--- src/rtl/uart_tx_ctrl.sv ---
// uart_tx_ctrl: UART transmit sequencer paced by a 1x baud_tick
// Frame on txd, LSB-first: start(0), DATA_BITS data, optional parity, STOP_BITS stop(1).
// Optional parity bit is built in when UART_TX_PARITY_EN is defined (PARITY_ODD selects odd).
// Ports:
//   clk, reset          system clock, synchronous active-high reset
//   baud_tick           one-cycle pulse per bit period
//   tx_data, tx_valid   byte source; tx_data latched when tx_valid && tx_ready
//   tx_ready            high only while idle and able to accept
//   txd                 serial line, idle high
//   busy                high whenever not idle
//   tx_done             one-cycle pulse when the final stop bit completes
module uart_tx_ctrl #(
  parameter int DATA_BITS  = 8,
  parameter int STOP_BITS  = 1,
  parameter bit PARITY_ODD = 1'b0
) (
  input  logic                 clk,
  input  logic                 reset,
  input  logic                 baud_tick,
  input  logic [DATA_BITS-1:0] tx_data,
  input  logic                 tx_valid,
  output logic                 tx_ready,
  output logic                 txd,
  output logic                 busy,
  output logic                 tx_done
);
  localparam int BW = $clog2(DATA_BITS);
  localparam logic [BW-1:0] LAST_BIT = BW'(DATA_BITS - 1);
  localparam logic LAST_STOP = 1'(STOP_BITS - 1);
  typedef enum logic [2:0] {IDLE, SYNC, START, DATA, PARITY, STOP} state_t;
  state_t state, state_d;
  logic [DATA_BITS-1:0] shift, shift_d;
  logic [BW-1:0] bit_cnt, bit_cnt_d;
  logic stop_cnt, stop_cnt_d, par, par_d;
  logic txd_d, ready_d, busy_d, done_d;
  always_comb begin
    state_d = state;
    shift_d = shift;
    bit_cnt_d = bit_cnt;
    stop_cnt_d = stop_cnt;
    par_d = par;
    done_d = 1'b0;
    case (state)
      IDLE: if (tx_valid && tx_ready) begin
        state_d = SYNC;
        shift_d = tx_data;
        par_d = ^tx_data ^ PARITY_ODD;
      end
      // a tick coinciding with acceptance is ignored, so the start bit always gets a full period
      SYNC: if (baud_tick) state_d = START;
      START: if (baud_tick) begin
        state_d = DATA;
        bit_cnt_d = '0;
      end
      DATA: if (baud_tick) begin
        shift_d = shift >> 1;
        if (bit_cnt == LAST_BIT) begin
`ifdef UART_TX_PARITY_EN
          state_d = PARITY;
`else
          state_d = STOP;
`endif
          stop_cnt_d = 1'b0;
        end else begin
          bit_cnt_d = bit_cnt + 1'b1;
        end
      end
      PARITY: if (baud_tick) begin
        state_d = STOP;
        stop_cnt_d = 1'b0;
      end
      STOP: if (baud_tick) begin
        if (stop_cnt == LAST_STOP) begin
          state_d = IDLE;
          done_d = 1'b1;
        end else begin
          stop_cnt_d = 1'b1;
        end
      end
      default: state_d = IDLE;
    endcase
    if (state_d == IDLE) begin
      bit_cnt_d = '0;
      stop_cnt_d = 1'b0;
    end
    // outputs are registered from the next state so txd moves on the tick edge itself
    txd_d = (state_d == START) ? 1'b0 : (state_d == DATA) ? shift_d[0] :
            (state_d == PARITY) ? par_d : 1'b1;
    // hold off acceptance during the tx_done cycle; ready returns the cycle after
    ready_d = (state_d == IDLE) && !done_d;
    busy_d = state_d != IDLE;
  end
  always_ff @(posedge clk) begin
    if (reset) begin
      state <= IDLE;
      shift <= '0;
      bit_cnt <= '0;
      stop_cnt <= 1'b0;
      par <= 1'b0;
      txd <= 1'b1;
      tx_ready <= 1'b1;
      busy <= 1'b0;
      tx_done <= 1'b0;
    end else begin
      state <= state_d;
      shift <= shift_d;
      bit_cnt <= bit_cnt_d;
      stop_cnt <= stop_cnt_d;
      par <= par_d;
      txd <= txd_d;
      tx_ready <= ready_d;
      busy <= busy_d;
      tx_done <= done_d;
    end
  end
endmodule

--- config.mk ---
export PLATFORM = sky130hd
export DESIGN_NAME = uart_tx_ctrl
export DESIGN_NICKNAME = d
export VERILOG_FILES = /design/src/rtl/uart_tx_ctrl.sv
export SDC_FILE = /design/constraint.sdc
export NUM_CORES = 1
export LEC_CHECK = 0
export BUFFER_PORTS_ARGS = -buffer_cell sky130_fd_sc_hd__buf_2
export CAP_MARGIN = 20
export CELL_PAD_IN_SITES_DETAIL_PLACEMENT = 1
export CELL_PAD_IN_SITES_GLOBAL_PLACEMENT = 2
export CORE_ASPECT_RATIO = 0.8
export CORE_UTILIZATION = 36
export CTS_CLUSTER_DIAMETER = 50
export CTS_CLUSTER_SIZE = 8
export DETAILED_ROUTE_END_ITERATION = 12
export PLACE_DENSITY_LB_ADDON = 0.1
export SLEW_MARGIN = 0
export SYNTH_ARGS = -nofsm -noshare
export SYNTH_HDL_FRONTEND = slang
export SYNTH_SLANG_ARGS = --single-unit
--- constraint.sdc ---
create_clock -name clk -period 4.9 [get_ports clk]
set_input_delay 0.735 -clock clk [delete_from_list [all_inputs] [get_ports clk]]
set_output_delay 0.735 -clock clk [all_outputs]
set_load 0.02 [all_outputs]
Yosys cells after proc, flatten, opt, wreduce, memory -nomap -nowiden:

Cells that the tools add are included.

* output and inout bits: 4
* register bits: 20
* logic and storage cells: 71
* input bits: 12

* add/subtract/negate cells: 1
* reductions and logical operators: 14
* mux-type cells: 30
* eq/ne operators: 16

Operators by type and width (number)
* 2-to-1 mux 3 bit: 11
* case mux 3 bit (6 select lines): 1
* 2-to-1 mux 8 bit: 2
* case mux 8 bit (2 select lines): 1
* inequality test 2 bit, second input constant: 7
* 2-to-1 mux 1 bit: 13
* equality test 3 x 2 -> 1 bit, second input constant: 4
* equality test 3 bit, second input constant: 4
* parity 8 bit: 1
* logical NOT 3 bit: 2
* case mux 3 bit (2 select lines): 1
* nonzero test 3 bit: 2
* AND reduction 5 bit: 1
* AND reduction 4 bit: 1
* nonzero test 2 bit: 2
* adder 3 x 1 -> 3 bit, second input constant: 1
* equality test 3 x 1 -> 1 bit, second input constant: 1
* case mux 1 bit (3 select lines): 1
* AND reduction 3 bit: 1
* logical AND 1 bit: 2
* OR reduction 2 bit: 1
* logical NOT 1 bit: 1

Depth between registers and ports, before layout:

Gate-level depths: netlist of run 1.

* depth after elaboration: 8
* gate-level depth with buffers: 7
* mapped depth without buffers: 6

Worst setup path before layout of run 1:

Ideal clock, no wire load.

* kind: in2reg
* from: input baud_tick
* to: register txd
* stages on the path: 4
* data arrival time: 1.499 ns
* setup slack: 3.268 ns
* library setup time: 0.133 ns
* path through: and3_1 a2111o_1 a21oi_1 o21ai_0

* word-level cells in the longest chain between the ends: 6
* elaborated cells between the ends (all ways): 14
* those cells by class: eq/ne: 3; mux: 11

Ends and longest elaborated chain
* start: declaration: line 19 `input logic baud_tick,`
* 2-to-1 mux 3 bit, on equally long branches
* case mux 3 bit (6 select lines): line 43 `case (state)`
* equality test 3 bit: line 88 `(state_d == PARITY) ? par_d : 1'b1;`
* 2-to-1 mux 1 bit: line 88
* 2-to-1 mux 1 bit: line 87 `txd_d = (state_d == START) ? 1'b0 : (state_d == DATA) ? shift_d[0] :`
* 2-to-1 mux 1 bit *: line 87
* end signal: assignment: line 110 `txd <= txd_d;`
* end: declaration: line 23 `output logic txd,`

Every way passes the cells marked *; elsewhere a longest branch is shown, timed or not. The select of a mux whose other input is x is not followed.
A chain may end at the register's enable or synchronous reset.

Worst setup path after layout of run 1:

* from: register state[2]
* to: register shift[6]

* word-level cells in the longest chain between the ends: 3
* elaborated cells between the ends (all ways): 7
* those cells by class: eq/ne: 3; mux: 1; reduce/logical: 3

Ends and longest elaborated chain
* start: declaration: line 31 `state_t state, state_d;`
* start signal: assignment: line 105 `state <= state_d;`
* equality test 3 x 2 -> 1 bit / logical NOT 3 bit (equally long branches): line 43
* inequality test 2 bit (no source line) / nonzero test 2 bit (equally long branches)
* AND reduction 3 bit (no source line)
* end signal: assignment: line 106 `shift <= shift_d;`
* end: declaration: line 32 `logic [DATA_BITS-1:0] shift, shift_d;`

Several ways; a longest one is shown, not always the timed one.

==> flow_summary.json, run 1 <==
{
  "status": "finished clean",
  "syn_inst": 110,
  "clock_skew_ns": 0.001446,
  "postCtsHoldBufs": 0,
  "h-tree-depth": 1,
  "cellLeakagePower_nw": 0.4321,
  "drtAntennaViolNets": 0,
  "wire_per_inst_um": 14.64,
  "clock_latency_ns": 0.30,
  "end_kind": "register",
  "grt_pass1_vias": 846,
  "start_util_pct": 39.83,
  "viasPerCell": 5.223,
  "critPathLaunchType": "register",
  "fin_tns_setup_ns": 0,
  "critical_path_required_ns": 5.12,
  "chipHeight_um": 49.81,
  "setup.worst_path.class": "reg2reg",
  "slew_headroom_pct": 48.94,
  "hpwl_um": 1718,
  "crit_cells": 4,
  "reg2reg_depth": 4,
  "post_cts_buffers": 0,
  "cp_slowest_cell": "nor2_1",
  "die_width_um": 61.76,
  "ys_warn_count": 0,
  "drt-total-wl_um": 2299,
  "power_density_nw_per_um2": 313.2,
  "grt_max_degree": 16,
  "synth_nets": 124,
  "fmax_mhz": 473.0,
  "antenna_found_initial": 0,
  "numCtsBuffers": 3,
  "setup_viol": 0,
  "ys_seq_elements": 19,
  "layout.nets": 136,
  "firstDrtPassIters": 4,
  "synth-adder-area-share_pct": 2.433,
  "clkSinkCount": 19,
  "peakVddDrop_mv": 0.1331,
  "synth_xor_area_share_pct": 5.961,
  "synthMuxAreaShare_pct": 0,
  "arrival_ns": 2.34,
  "ys_top_cells_by_area": "dfxtp_1 (37%), a221oi_2 (8.8%), a22oi_1 (6.6%)",
  "area_growth_pct": 8.273,
  "clockBufferDepth": 2,
  "synth.largest_area_cell": "dfxtp_1",
  "num_rows": 16,
  "min_path_type": "reg2reg",
  "crit_family": "simple AND/OR/NAND/NOR gates",
  "dieArea_um2": 3076,
  "critPathMaxFanout": 12,
  "crit_chain": "nand4bb_4, nor2_1, and2b_1, a221oi_2",
  "drc": 0,
  "hold_viol": 0,
  "maxSlewViolCount": 0,
  "synth_top_family_by_area": "compound AO/OA/AOI/OAI gates",
  "maxCapViolCount": 0,
  "synth.avg_cell_area_um2": 9.350,
  "ys_seq_area_share_pct": 36.98,
  "grt_overflow": 0,
  "boundaryPins": 16,
  "synthSimpleGateAreaFrac_pct": 17.76,
  "drt_iter0_drc": 39,
  "path_clk_slew_ns": 0.11,
  "min_path_cells": 2,
  "fin_crit_ns": 2.114,
  "cp_slowest_stage_delay_ns": 0.61,
  "portBuffers": 15,
  "gp_congestion": 0.7320,
  "antenna_cells": 0,
  "worst_pin_slew_ns": 0.7630,
  "synth.distinct_cells": 31,
  "cts_resized": 0,
  "rsz0062_at_grt": "no",
  "syn_area_um2": 1028,
  "synth_compound_area_share_pct": 27.62,
  "drive_gt1_share_pct": 23.14,
  "cts-root-buf": "clkbuf_4",
  "yosys.area.top_type_share_pct": 36.98,
  "finalCritPeriodShare_pct": 43.14,
  "core_area_um2": 2582,
  "via_count": 820,
  "cp.buffers_inverters": 0,
  "grt_pass1_wl_um": 4029,
  "final_core_util_pct": 43.12,
  "cts_tree": "built",
  "track_usage_pct": 17.86
}
[worst paths after layout]
path | from | endpoint | slack [ns]
max reg2reg | state[2] | shift[6] | 2.79
max | state[2] | shift[6] | 2.79
min reg2reg | shift[4] | shift[4] | 0.48
min | shift[4] | shift[4] | 0.48
[area by class of cell]
type	instances	area [um2]
Clock buffer	4	26.28
Sequential cell	19	380.4
Multi-Input combinational cell	74	553.0
Tap cell	36	45.04
Timing Repair Buffer	15	75.07
Inverter	9	33.78
Fill cell	311	1469
[stage by stage]
stage	cells	setup slack, ns	power (W)	hold WS (ns)	instance area (um2)
finish	157	2.786	0.0003487	0.4801	1114
detailed placement	153	2.505	0.0002712	0.4634	1087
global placement	153	2.602	0.0002678	0.4569	1087
global route	157	2.601	0.0003693	0.5092	1114
CTS	157	2.791	0.0003535	0.4799	1114
floorplan	110	3.268	0.0002513	0.4401	1028
[layer usage]
layer  vias to the layer above  wire, um  share of wire, %  global-route usage, %
met5                         -         0                 0                      0
met4                         0        12              0.52                  3.333
met3                         3        93               4.0                  5.512
met2                        12      1005                44                  25.63
met1                       387      1187                52                  26.21
li1                        418         -                 -                      -
[synthesized netlist by cell type]
cell,n
a21oi_1,4
o211ai_1,2
o32a_1,1
o41ai_1,1
and2b_1,1
or2_1,1
buf_2,1
a211o_1,1
nor2b_4,1
xnor2_1,7
nand4b_1,2
nand2_1,9
and3_1,1
a2111o_1,1
inv_1,9
and2_4,1
a221oi_2,6
a22oi_1,9
dfxtp_1,19
nand4bb_4,1
nand3_1,1
buf_6,4
a21o_2,1
nor3_1,1
nand2b_1,1
o21ai_0,4
nor2_1,12
ha_1,2
a211oi_1,2
a2111oi_0,1
clkbuf_1,3
[power by group]
group	internal, W	switching [W]
registers	0.000168	0.0000115
logic	0.0000371	0.0000500
clock network	0.0000318	0.0000500
[state kept, by name, indices dropped and copies added (netlist names)]
| register | cells |
|---|---|
| tx_done | 1 |
| txd | 1 |
| state | 3 |
| par | 1 |
| bit_cnt | 3 |
| tx_ready | 1 |
| shift | 8 |
| busy | 1 |
[kinds of logic after synthesis]
logic type	after synthesis
AO/OA/AOI/OAI	33
XOR/XNOR	7
adder cells (fa/ha/maj)	2
buffers and inverters	17
flip-flops	19
AND/OR/NAND/NOR	32
[layout by cell type (no fill, tap or decap), types with 2 or more instances in the layout]
master	n
ha_1	2
o21ai_0	4
dfxtp_1	19
nor2_1	12
clkbuf_4	3
a21oi_1	4
buf_2	15
a211oi_1	2
inv_1	9
a221oi_2	6
nand4b_1	2
xnor2_1	7
nand2_1	9
a22oi_1	9
o211ai_1	2
[worst register-to-register path, stage by stage (launching register included)]
cell	delay, ns
dfxtp_1	0.44
nand4bb_4	0.28
nor2_1	0.61
and2b_1	0.38
a221oi_2	0.32
(Power assumes the default switching activity.)
==> run 2, diff against run 1 <==
--- a/config.mk
+++ b/config.mk
@@ -10,7 +10,7 @@
 export CELL_PAD_IN_SITES_DETAIL_PLACEMENT = 1
 export CELL_PAD_IN_SITES_GLOBAL_PLACEMENT = 2
 export CORE_ASPECT_RATIO = 0.8
-export CORE_UTILIZATION = 36
+export CORE_UTILIZATION = 33
 export CTS_CLUSTER_DIAMETER = 50
 export CTS_CLUSTER_SIZE = 8
 export DETAILED_ROUTE_END_ITERATION = 12
==> constraint.sdc (replaced) <==
create_clock -name clk -period 2 [get_ports clk]
set_input_delay 0.3 -clock clk [delete_from_list [all_inputs] [get_ports clk]]
set_output_delay 0.3 -clock clk [all_outputs]
set_load 0.02 [all_outputs]
==> run 2 against run 1 <==
Against the previous run: largest cell class unchanged; combinational power is 150% higher; clock-buffer cell count fell by 1; wire length decreased by 1.1%; clock skew is 0.0015 ns higher; via count increased by 2.9%; critical endpoint is now txd; utilization fell by 2.5 points; worst setup slack got worse by 2.6 ns; sequential power increased by 140%; highest routed layer unchanged; global-route usage fell by 2.3 points; non-clock buffer count up 3.
==> flow_summary.json, run 2 (synthesis results as in run 1) <==
{
  "status": "finished clean",
  "drive_gt1_share_pct": 25.81,
  "rrSetupSlack_ns": 0.21,
  "clock_latency_ns": 0.26,
  "num_rows": 17,
  "firstDrtPassIters": 4,
  "final_common_cell": "dfxtp_1",
  "maxSlewViolCount": 0,
  "portBuffers": 15,
  "chipHeight_um": 51.94,
  "drt-total-wl_um": 2274,
  "r2r_end": "txd",
  "arrival_ns": 1.93,
  "start_util_pct": 36.08,
  "grt_pass1_wl_um": 3898,
  "hpwl_um": 1728,
  "power_density_nw_per_um2": 804.0,
  "largest_register_ffs": 8,
  "hold_viol": 0,
  "min_to": "shift[7]",
  "fillers": 344,
  "regMostFlops": "shift",
  "setup.worst_path.class": "reg2reg",
  "via_count": 844,
  "cellLeakagePower_nw": 0.4573,
  "worst_pin_slew_ns": 0.4911,
  "viasPerCell": 5.210,
  "post_cts_buffers": 0,
  "fmax_mhz": 557.8,
  "critical_path_required_ns": 2.14,
  "postCtsHoldBufs": 0,
  "core_area_um2": 2850,
  "drc": 0,
  "peakVddDrop_mv": 0.3694,
  "track_usage_pct": 15.60,
  "numCtsBuffers": 3,
  "finalCritPeriodShare_pct": 89.64,
  "path_clk_slew_ns": 0.08,
  "place_area_um2": 1112,
  "reg.largest.list": "shift (8), bit_cnt (3), state (3)",
  "rsz0062_at_grt": "no",
  "min_path_type": "in2reg",
  "wire_per_inst_um": 14.04,
  "maxCapViolCount": 0,
  "clockBufferDepth": 2,
  "slew_headroom_pct": 67.22,
  "area_growth_pct": 12.65,
  "hp-start": "tx_data[7]",
  "antenna_cells": 0,
  "cts_tree": "built",
  "gp_congestion": 0.7198,
  "grt_pass1_vias": 832,
  "setup_viol": 0,
  "critPathMaxFanout": 4,
  "grt_max_degree": 16,
  "boundaryPins": 16,
  "worstReg2RegStart": "bit_cnt[0]",
  "reg2reg_depth": 6,
  "final_cell_area_um2": 1159,
  "clock_skew_ns": 0.002936,
  "final_cell_mix": "dfxtp_1 (19), buf_2 (15), nor2_1 (12)",
  "cts_resized": 0,
  "h-tree-depth": 1,
  "clkSinkCount": 19,
  "grt_overflow": 0,
  "critPathLaunchType": "register",
  "fin_tns_setup_ns": 0,
  "layout.nets": 139,
  "antenna_found_initial": 0,
  "total_power_w": 0.0009316,
  "min_path_cells": 3,
  "drtAntennaViolNets": 0,
  "drt_iter0_drc": 55,
  "die_width_um": 64.42,
  "end_kind": "register",
  "fin_crit_ns": 1.793,
  "dieArea_um2": 3345,
  "cts-root-buf": "clkbuf_8"
}
[run 2: cell count changes in the layout (fill, tap and decap cells not counted)]
cell and change:
buf_4 +3, clkbuf_8 +3, clkinv_2 +1, clkbuf_4 -3
clkbuf_1 -1
[run 2: report_power, final]
part	switching, W	internal [W]	leakage [nW]	total, W
clock	0.000135	0.000139	0.0255	0.000274
sequential	0.0000283	0.000413	0.156	0.000441
combinational	0.000122	0.0000947	0.276	0.000217
total	0.000286	0.000646	0.457	0.000932
[run 2: worst max path at each step]
stage / start / end / slack, ns / cells past startpoint
floorplan: bit_cnt[0] / txd / 0.37 / 6
global route: bit_cnt[0] / txd / 0.11 / 6
detailed placement: bit_cnt[0] / txd / 0.22 / 6
CTS: bit_cnt[0] / txd / 0.20 / 6
global placement: bit_cnt[0] / txd / 0.31 / 6
finish: bit_cnt[0] / txd / 0.21 / 6
[run 2: cell type report]
type	count	area (um2)	share of cell area [%]
Clock inverter	1	5.005	0.4320
Inverter	9	33.78	2.916
Tap cell	38	47.55	4.104
Timing Repair Buffer	18	97.59	8.423
Multi-Input combinational cell	74	553.0	47.73
Clock buffer	3	41.29	3.564
Sequential cell	19	380.4	32.83
[run 2: metal layers]
layer	GRT usage (%)	vias to the layer above	part of all wire (%)
met3	4.605	2	3.9
met1	21.97	409	53
met5	0	-	0
met2	22.81	11	42
met4	4.444	0	0.70
li1	-	422	-
[run 2: stage by stage]
step	hold slack (ns)	utilization [%]	std cells	setup slack [ns]
final	0.2895	40.65	162	0.2071
after global routing	0.2940	40.65	162	0.1064
after CTS	0.2856	40.65	162	0.2017
after detailed placement	0.4711	39.03	158	0.2165
after global placement	0.4618	39.03	158	0.3128
after floorplan	0.3662	-	110	0.3738
[run 2: critical path, stage by stage, from the launching register on]
cell      delay, ns
dfxtp_1        0.33
ha_1           0.19
ha_1           0.22
and3_1         0.21
a2111o_1       0.46
a21oi_1        0.16
o21ai_0        0.11
==> run 3, diff against run 2 <==
--- a/config.mk
+++ b/config.mk
@@ -15,6 +15,7 @@
 export CTS_CLUSTER_SIZE = 8
 export DETAILED_ROUTE_END_ITERATION = 12
 export PLACE_DENSITY_LB_ADDON = 0.1
+export REMOVE_ABC_BUFFERS = 1
 export SLEW_MARGIN = 0
 export SYNTH_ARGS = -nofsm -noshare
 export SYNTH_HDL_FRONTEND = slang
==> run 3 against run 2 <==
Against the previous run: final area up 0.76%; final cell count up 0.62%; non-clock buffer count up 1; sequential share of layout area down 0.25 points; flip-flop and latch count unchanged; total power down 0.50%; clock-buffer cell count up 1; register-to-register slack better by 0.04 ns; first-iteration DRC count up 5.5%.
==> flow_summary.json, run 3 (synthesis results as in run 1) <==
{
  "fillers": 354,
  "grt_max_degree": 16,
  "largest_register_ffs": 8,
  "core_area_um2": 2850,
  "min_path_cells": 3,
  "maxCapViolCount": 0,
  "peakVddDrop_mv": 0.4163,
  "setup.worst_path.class": "reg2reg",
  "die_width_um": 64.42,
  "multi_input_area_um2": 555.5,
  "status": "finished clean",
  "drive_gt1_share_pct": 26.40,
  "setup_viol": 0,
  "portBuffers": 15,
  "cts_tree": "built",
  "grt_overflow": 0,
  "wl_met2_um": 960,
  "fmax_mhz": 572.0,
  "worst_pin_slew_ns": 0.5456,
  "critPathMaxFanout": 4,
  "min_path_type": "in2reg",
  "maxSlewViolCount": 0,
  "clock_latency_ns": 0.25,
  "cp_slowest_stage_delay_ns": 0.46,
  "firstDrtPassIters": 4,
  "r2r_end": "txd",
  "gp_congestion": 0.7206,
  "crit_chain": "ha_1, ha_1, and3_1, a2111o_1, a21oi_1, o21ai_0",
  "hp-start": "tx_data[7]",
  "drc": 0,
  "via_count": 846,
  "antenna_cells": 0,
  "critPathLaunchType": "register",
  "dp_cells": 159,
  "boundaryPins": 16,
  "cp.buffers_inverters": 0,
  "chipHeight_um": 51.94,
  "cp_slowest_cell": "a2111o_1",
  "regMostFlops": "shift",
  "dieArea_um2": 3345,
  "register_area_um2": 380.4,
  "critical_path_required_ns": 2.12,
  "final_common_cell": "dfxtp_1",
  "layout.nets": 140,
  "grt_pass1_wl_um": 3946,
  "min_to": "shift[7]",
  "hpwl_um": 1812,
  "wire_per_inst_um": 14.16,
  "num_rows": 17,
  "drtAntennaViolNets": 0,
  "viasPerCell": 5.190,
  "path_clk_slew_ns": 0.07,
  "drt-total-wl_um": 2308,
  "end_kind": "register",
  "slew_headroom_pct": 63.57,
  "antenna_found_initial": 0,
  "cellLeakagePower_nw": 0.4593,
  "post_cts_buffers": 0,
  "postCtsHoldBufs": 0,
  "final_cell_mix": "dfxtp_1 (19), buf_2 (15), nor2_1 (11)",
  "fin_crit_ns": 1.748,
  "drt_iter0_drc": 58,
  "hold_viol": 0,
  "top_layer_used": "met4",
  "clock_skew_ns": 0.008601,
  "start_util_pct": 36.08,
  "cp_common_cell": "ha_1",
  "rsz0062_at_grt": "no",
  "rrSetupSlack_ns": 0.25,
  "track_usage_pct": 15.98,
  "cts-root-buf": "clkbuf_8",
  "fin_tns_setup_ns": 0,
  "reg2reg_depth": 6,
  "clkSinkCount": 19,
  "h-tree-depth": 1,
  "arrival_ns": 1.87,
  "final_cells": 163,
  "reg.largest.list": "shift (8), bit_cnt (3), state (3)",
  "crit_family": "compound AO/OA/AOI/OAI gates",
  "total_power_w": 0.0009269,
  "dr_wl_met3_um": 81,
  "power_density_nw_per_um2": 794.0,
  "numCtsBuffers": 3,
  "cts_resized": 0,
  "finalCritPeriodShare_pct": 87.42,
  "wl_met1_um": 1257,
  "worstReg2RegStart": "bit_cnt[0]",
  "area_growth_pct": 13.50,
  "clockBufferDepth": 2,
  "grt_pass1_vias": 807
}
==> run 3: cell count changes in the layout (fill, tap and decap cells not counted), sizes merged <==
cell	previous run	this run
buf	18	19
clkbuf	3	4
clkinv	1	0
==> run 3: area by class of cell <==
type / instances / area share, %
Multi-Input combinational cell: 74 / 47.59
Timing Repair Buffer: 19 / 9.003
Clock buffer: 4 / 3.859
Tap cell: 38 / 4.073
Sequential cell: 19 / 32.58
Inverter: 9 / 2.894
==> run 3: worst min-delay path, delay by kind of cell <==
family | cells | cell delay, ns
AOI/OAI and AO/OA | 1 | 0.05
and+or+nand+nor | 1 | 0.05
buffers and inverters | 1 | 0.11
==> run 3: power breakdown <==
group          internal (W)  switching [W]  total, W
registers          0.000413      0.0000299  0.000443
clock network      0.000141       0.000125  0.000267
logic             0.0000963       0.000121  0.000218
total              0.000650       0.000277  0.000927
==> run 3: routing by layer <==
layer | vias up | global-route usage (%)
li1 | 426 | -
met1 | 405 | 21.57
met2 | 13 | 24.56
met3 | 2 | 5.044
met4 | 0 | 4.074
met5 | - | 0
==> run 3: stage by stage <==
stage	cell area (um2)	utilization, %	hold slack [ns]	setup slack [ns]
after global placement	1120	39.29	0.4592	0.1034
after global routing	1167	40.96	0.3236	0.1186
after detailed placement	1120	39.29	0.4665	0.1018
final	1167	40.96	0.3035	0.2517
after CTS	1165	40.87	0.2985	0.08499
after floorplan	967.2	-	0.3662	0.2674
==> run 3: worst max path at each step <==
stage | slack, ns | cells after the start | from | end
2_1_floorplan | 0.27 | 4 | tx_ready | shift[1]
3_3_place_gp | 0.10 | 4 | state[1] | shift[4]
3_5_place_dp | 0.10 | 4 | state[1] | shift[3]
4_1_cts | 0.08 | 4 | state[1] | shift[3]
5_1_grt | 0.12 | 4 | state[1] | shift[4]
6_report | 0.25 | 6 | bit_cnt[0] | txd
